`config.mk`:
```
export PLATFORM = sky130hd
export DESIGN_NAME = mem_access_ctrl
export DESIGN_NICKNAME = d
export VERILOG_FILES = /design/src/rtl/mem_access_ctrl_pkg.sv /design/src/rtl/mem_access_ctrl_load_ext.sv /design/src/rtl/mem_access_ctrl.sv
export SDC_FILE = /design/constraint.sdc
export NUM_CORES = 1
export LEC_CHECK = 0
export BUFFER_PORTS_ARGS = -buffer_cell sky130_fd_sc_hd__buf_4
export CORE_ASPECT_RATIO = 1.5
export CORE_UTILIZATION = 35
export CTS_CLUSTER_SIZE = 10
export DETAILED_ROUTE_END_ITERATION = 8
export GPL_ROUTABILITY_DRIVEN = 0
export HOLD_SLACK_MARGIN = 0.06
export PLACE_DENSITY = 0.72
export SLEW_MARGIN = 20
export SYNTH_ARGS = -nofsm -noshare
export SYNTH_HDL_FRONTEND = slang
export SYNTH_SLANG_ARGS = --single-unit
export TNS_END_PERCENT = 5
```
`constraint.sdc`:
```
create_clock -name clk -period 2.4 [get_ports clk]
set_input_delay 0.12 -clock clk [delete_from_list [all_inputs] [get_ports clk]]
set_output_delay 0.12 -clock clk [all_outputs]
set_load 0.02 [all_outputs]
```
`src/rtl/mem_access_ctrl_pkg.sv`:
```
// Shared memory-access definitions: op encodings, size codes, FSM states and
// the decode helpers used by both the decode stage and the MEM controller.
package mem_access_ctrl_pkg;

  typedef enum logic [2:0] {
    OP_LB  = 3'b000,
    OP_LBU = 3'b001,
    OP_LH  = 3'b010,
    OP_LHU = 3'b011,
    OP_LW  = 3'b100,
    OP_SB  = 3'b101,
    OP_SH  = 3'b110,
    OP_SW  = 3'b111
  } mem_op_e;

  typedef enum logic [1:0] {
    SZ_BYTE = 2'b00,
    SZ_HALF = 2'b01,
    SZ_WORD = 2'b10
  } mem_size_e;

  typedef enum logic [1:0] {
    ST_IDLE = 2'b00,
    ST_REQ  = 2'b01,
    ST_WAIT = 2'b10,
    ST_DONE = 2'b11
  } mem_state_e;

  function automatic logic op_is_store(input mem_op_e op);
    return op inside {OP_SB, OP_SH, OP_SW};
  endfunction

  function automatic logic op_is_half(input mem_op_e op);
    return op inside {OP_LH, OP_LHU, OP_SH};
  endfunction

  function automatic logic op_is_word(input mem_op_e op);
    return op inside {OP_LW, OP_SW};
  endfunction

  function automatic mem_size_e op_size(input mem_op_e op);
    mem_size_e sz;
    case (op)
      OP_LB, OP_LBU, OP_SB: sz = SZ_BYTE;
      OP_LH, OP_LHU, OP_SH: sz = SZ_HALF;
      default:              sz = SZ_WORD;
    endcase
    return sz;
  endfunction

  function automatic logic op_misaligned(input mem_op_e op, input logic [1:0] addr_lo);
    return (op_is_half(op) && addr_lo[0]) || (op_is_word(op) && (addr_lo != 2'b00));
  endfunction

  // Stores are replicated across every lane; the cache picks lanes by size/addr.
  function automatic logic [31:0] store_lanes(input mem_op_e op, input logic [31:0] wdata);
    logic [31:0] lanes;
    case (op)
      OP_SB:   lanes = {4{wdata[7:0]}};
      OP_SH:   lanes = {2{wdata[15:0]}};
      default: lanes = wdata;
    endcase
    return lanes;
  endfunction

endpackage

```
`src/rtl/mem_access_ctrl_load_ext.sv`:
```
// Combinational load formatter: selects the addressed byte/half of the
// returned word and sign- or zero-extends it; stores produce zero.
module load_ext
  import mem_access_ctrl_pkg::*;
(
  input  mem_op_e     op,
  input  logic [1:0]  addr_lo,
  input  logic [31:0] rdata,
  output logic [31:0] data
);

  logic [7:0]  byte_sel;
  logic [15:0] half_sel;

  always_comb begin
    byte_sel = rdata[7:0];
    case (addr_lo)
      2'd0: byte_sel = rdata[7:0];
      2'd1: byte_sel = rdata[15:8];
      2'd2: byte_sel = rdata[23:16];
      2'd3: byte_sel = rdata[31:24];
      default: byte_sel = rdata[7:0];
    endcase
    half_sel = addr_lo[1] ? rdata[31:16] : rdata[15:0];
  end

  always_comb begin
    data = '0;
    case (op)
      OP_LB:   data = {{24{byte_sel[7]}}, byte_sel};
      OP_LBU:  data = {24'h0, byte_sel};
      OP_LH:   data = {{16{half_sel[15]}}, half_sel};
      OP_LHU:  data = {16'h0, half_sel};
      OP_LW:   data = rdata;
      default: data = '0;
    endcase
  end

endmodule

```
`src/rtl/mem_access_ctrl.sv`:
```
// MEM-stage load/store controller: launches one d_cache request per access,
// waits for addr_ok/data_ok, and formats the load result.
module mem_access_ctrl
  import mem_access_ctrl_pkg::*;
(
  input  logic        clk,
  input  logic        rst,
  input  logic        mem_en,
  input  logic [2:0]  mem_op,
  input  logic [31:0] mem_addr,
  input  logic [31:0] mem_wdata,
  input  logic        flush,
  output logic [31:0] mem_rdata,
  output logic        mem_done,
  output logic        mem_stall,
  output logic        addr_err,
  output logic        cpu_data_req,
  output logic        cpu_data_wr,
  output logic [1:0]  cpu_data_size,
  output logic [31:0] cpu_data_addr,
  output logic [31:0] cpu_data_wdata,
  input  logic [31:0] cpu_data_rdata,
  input  logic        cpu_data_addr_ok,
  input  logic        cpu_data_data_ok
);

  mem_state_e  state;
  logic        discard;
  mem_op_e     op_q;
  logic        wr_q;
  mem_size_e   size_q;
  logic [31:0] addr_q;
  logic [31:0] wdata_q;
  logic [31:0] rdata_q;

  mem_op_e     op_in;
  logic        launch;
  logic        capture;
  logic        kill;
  logic [31:0] load_data;

  assign op_in = mem_op_e'(mem_op);

  assign addr_err = mem_en && (state == ST_IDLE) && op_misaligned(op_in, mem_addr[1:0]);
  assign launch   = (state == ST_IDLE) && mem_en && !flush && !addr_err;

  // A flush arriving in the same cycle as data_ok must already suppress capture.
  always_comb begin
    capture = 1'b0;
    kill    = discard;
    case (state)
      ST_REQ: begin
        capture = cpu_data_addr_ok && cpu_data_data_ok;
        kill    = discard || flush;
      end
      ST_WAIT: begin
        capture = cpu_data_data_ok;
        kill    = discard || flush;
      end
      default: begin
        capture = 1'b0;
        kill    = discard;
      end
    endcase
  end

  load_ext u_load_ext (
    .op      (op_q),
    .addr_lo (addr_q[1:0]),
    .rdata   (cpu_data_rdata),
    .data    (load_data)
  );

  always_ff @(posedge clk) begin
    if (!rst) begin
      state   <= ST_IDLE;
      discard <= 1'b0;
      op_q    <= OP_LB;
      wr_q    <= 1'b0;
      size_q  <= SZ_BYTE;
      addr_q  <= '0;
      wdata_q <= '0;
      rdata_q <= '0;
    end else begin
      case (state)
        ST_IDLE: begin
          discard <= 1'b0;
          if (launch) begin
            op_q    <= op_in;
            wr_q    <= op_is_store(op_in);
            size_q  <= op_size(op_in);
            addr_q  <= mem_addr;
            wdata_q <= store_lanes(op_in, mem_wdata);
            state   <= ST_REQ;
          end
        end
        ST_REQ: begin
          if (flush) discard <= 1'b1;
          if (cpu_data_addr_ok) state <= cpu_data_data_ok ? ST_DONE : ST_WAIT;
        end
        ST_WAIT: begin
          if (flush) discard <= 1'b1;
          if (cpu_data_data_ok) state <= ST_DONE;
        end
        ST_DONE: begin
          discard <= 1'b0;
          state   <= ST_IDLE;
        end
        default: state <= ST_IDLE;
      endcase
      if (capture && !kill) rdata_q <= load_data;
    end
  end

  assign mem_done       = (state == ST_DONE) && !discard;
  assign mem_stall      = mem_en && !addr_err && !flush && !mem_done;
  assign mem_rdata      = rdata_q;
  assign cpu_data_req   = (state == ST_REQ);
  assign cpu_data_wr    = wr_q;
  assign cpu_data_size  = size_q;
  assign cpu_data_addr  = addr_q;
  assign cpu_data_wdata = wdata_q;

endmodule

```
==> results.py <==
metrics = {
    "power": {
        "p_clk_frac": 0.326,
        "worst_ir_drop_vdd_uv": 396,
        "seqPwrFrac": 0.396,
        "p_sw_mw": 1.50,
        "power.internal_mw": 3.47,
        "p_leak_nw": 3.17,
        "p_sw_frac": 0.302,
        "p_per_area_mw_per_mm2": 685,
        "power.combinational.fraction": 0.279,
    },
    "detailed_routing": {
        "first_pass_iters": 6,
        "drtAntennaViolNets": 0,
        "via_per_inst": 5.15,
        "wl_per_cell_um": 15.7,
        "drc_errors": 0,
        "drt_iter0_markers": 177,
        "vias": 4930,
        "routed_wirelength_um": 15000,
    },
    "synth": {
        "async_reset_ff_frac": 0,
        "yosysSeqAreaShare": 0.453,
        "yosysTopAreaCell": "dfxtp_1",
        "synth_enable_flop_cells": 0,
        "synth_area_leaders": "dfxtp_1 45%, nand2_1 11%, a21oi_1 9.8%",
        "netlist_top_cells_count": "138 x nand2_1, 105 x dfxtp_1, 91 x a21oi_1",
        "yosys.area.top_type_share": 0.453,
        "synth-seq-cells": 105,
        "ys_warn_count": 0,
        "synth_ff_type": "dfxtp_1",
        "netlist_area_mm2": 0.00464,
        "syn_avg_cell_area_um2": 8.55,
        "ys_types": 42,
        "synth_cells": 543,
        "synth_most_common_cell": "nand2_1",
        "synth.net_count": 653,
    },
    "floorplan": {
        "core_region_area_mm2": 0.0130,
        "initial_core_util": 0.358,
        "io_pins": 208,
        "die-area_mm2": 0.0137,
        "rows": 51,
        "dieHeight_um": 143,
        "dieWidth_um": 96.0,
    },
    "worst_setup_path": {
        "cp.arrival_ns": 2.32,
        "path_cells": "dlygate4sd3_1 > buf_4 > nand2b_1 > nand4_1 > and4_2 > buf_12 > nand2_1 > a21oi_1",
        "end_kind": "flop",
        "crit_path_max_incr_delay_ns": 0.62,
        "worstPathRequired_ns": 2.65,
        "critical_path_class": "in2reg",
        "regToRegSetupSlack_ns": 0.35,
        "critical_path.startpoint_type": "input pin",
        "cp_max_fo": 31,
        "cp_slowest_cell": "and4_2",
    },
    "sta": {
        "finalClockSkew_ns": 0.00673,
        "hold_viol": 0,
        "fin_tns_setup_ns": 0,
        "drv_slew": 0,
        "max_slew_margin": 0.597,
        "min_period_over_period": 0.865,
        "worst_slew_pin_slew_ns": 0.603,
        "period_needed_ns": 2.08,
        "setup_ws_ns": 0.325,
        "max_clock_freq_mhz": 482,
        "rsz0062_at_grt": "false",
        "finalSetupViolCount": 0,
    },
    "place": {
        "hpwl_um": 10800,
        "pre_cts_slack_ns": 0.381,
        "dp.cells": 883,
        "placed_cell_area_mm2": 0.00635,
        "port_buffers": 207,
    },
    "clock_tree": {
        "path_clk_slew_ns": 0.07,
        "htreeDepth": 3,
        "root_buffer": "clkbuf_16",
        "cts_resized": 0,
        "cts_tree": "built",
        "ctsLongestPathBuffers": 2,
        "cts_made_buffers": 9,
        "cts.sinks": 105,
        "postCtsSetupBuffers": 0,
        "insertion_delay_ns": 0.35,
    },
    "layout": {
        "area_delta_synth_final_pct": 56.4,
        "nets": 903,
        "layout-drive-gt1-share": 0.330,
        "final_cells": 957,
        "stdcell_area_mm2": 0.00726,
        "final_core_util": 0.560,
        "fillerInstances": 1110,
        "num_antenna_cells": 0,
    },
    "global_routing": {
        "grt-ovfl-total": 0,
        "grt_pass1_wl_um": 23100,
        "grt_pass1_vias": 4838,
        "antenna_found_initial": 0,
        "grt_max_degree": 42,
        "gr-usage-all-layers": 0.217,
    },
    "run_status": {
        "status": "finished clean",
    },
    "min_path": {
        "hold_path_class": "in2reg",
    },
    "job": {
        "maxCapViolations": 0,
    },
}
==> metrics by stage <==
stage,power (mW),hold WS [ns]
6_report,4.97,0.0649
5_1_grt,5.21,0.0785
4_1_cts,5.01,0.0616
3_5_place_dp,3.30,0.355
3_3_place_gp,3.25,0.344
2_1_floorplan,2.76,0.249
==> sequential cells by signal, summed over array words and instances (netlist names) <==
register	flops
cpu_data_wr	1
mem_rdata	32
cpu_data_size	2
discard	1
state	2
cpu_data_addr	32
op_q	3
cpu_data_wdata	32
==> layout make-up <==
type                    count  area, µm²  area share
multi-input cells         390       2310       0.319
repair buffers            280       2280       0.315
flip-flops and latches    105       2100       0.290
clock buffers              12        256      0.0353
well taps                 159        199      0.0274
clock inverters             4       73.8      0.0102
inverters                   7       26.3     0.00362
==> timing repair <==
item	4_1_cts	5_1_grt
hold buffers	58	0
endpoints found under the hold margin	58	0
setup endpoints to repair	0	0
==> routing by layer <==
layer  vias up  wire [µm]  GRT usage
met2       214       7720      0.386
met4         0        611      0.121
met3        40        923     0.0373
met5         -          0          0
met1      2284       5740      0.238
li1       2392          -          -
==> kinds of logic after synthesis <==
family	after synthesis	share of synthesized area
adders and majority gates	5	0.0135
muxes	32	0.0882
and+or+nand+nor	182	0.166
buffers and inverters	48	0.0485
DFF	105	0.453
AOI/OAI and AO/OA	171	0.231
==> final timing paths <==
check                       startpoint                               to  cells past startpoint
max reg2reg      state[0]$_SDFFE_PN0P_        mem_rdata[9]$_SDFFE_PN0P_                      8
max                          mem_op[0]   cpu_data_wdata[0]$_SDFFE_PN0P_                      8
min reg2reg  mem_rdata[5]$_SDFFE_PN0P_        mem_rdata[5]$_SDFFE_PN0P_                      2
min                      mem_wdata[20]  cpu_data_wdata[20]$_SDFFE_PN0P_                      3
==> placed cells by master (no fill, tap or decap), types with 7 or more instances in the layout <==
cell type      count
buf_4            219
mux4_2             7
o21ai_1            8
dlygate4sd3_1     58
o2bb2ai_1          8
mux2i_1           24
a211oi_2           8
o21ai_0           11
o22ai_1            8
nor2_1            22
a21oi_1           91
clkbuf_16          9
a21o_1             8
nand2_1          138
o211ai_1          10
dfxtp_1          105
a22oi_1            9
==> critical path: cells and delay by family <==
family / cells / cell delay [ns]
buf+inv: 3 / 0.96
simple gates: 4 / 1.03
compound gates: 1 / 0.21
==> power by group through the flow <==
stage / Clock (mW) / Combinational [mW] / Sequential (mW)
after floorplan: 0 / 0.646 / 2.12
after global placement: 0 / 1.26 / 2.00
after detailed placement: 0 / 1.30 / 2.00
after CTS: 1.66 / 1.38 / 1.97
after global routing: 1.73 / 1.50 / 1.98
final: 1.62 / 1.38 / 1.97
Power figures use the tool's default switching activity.
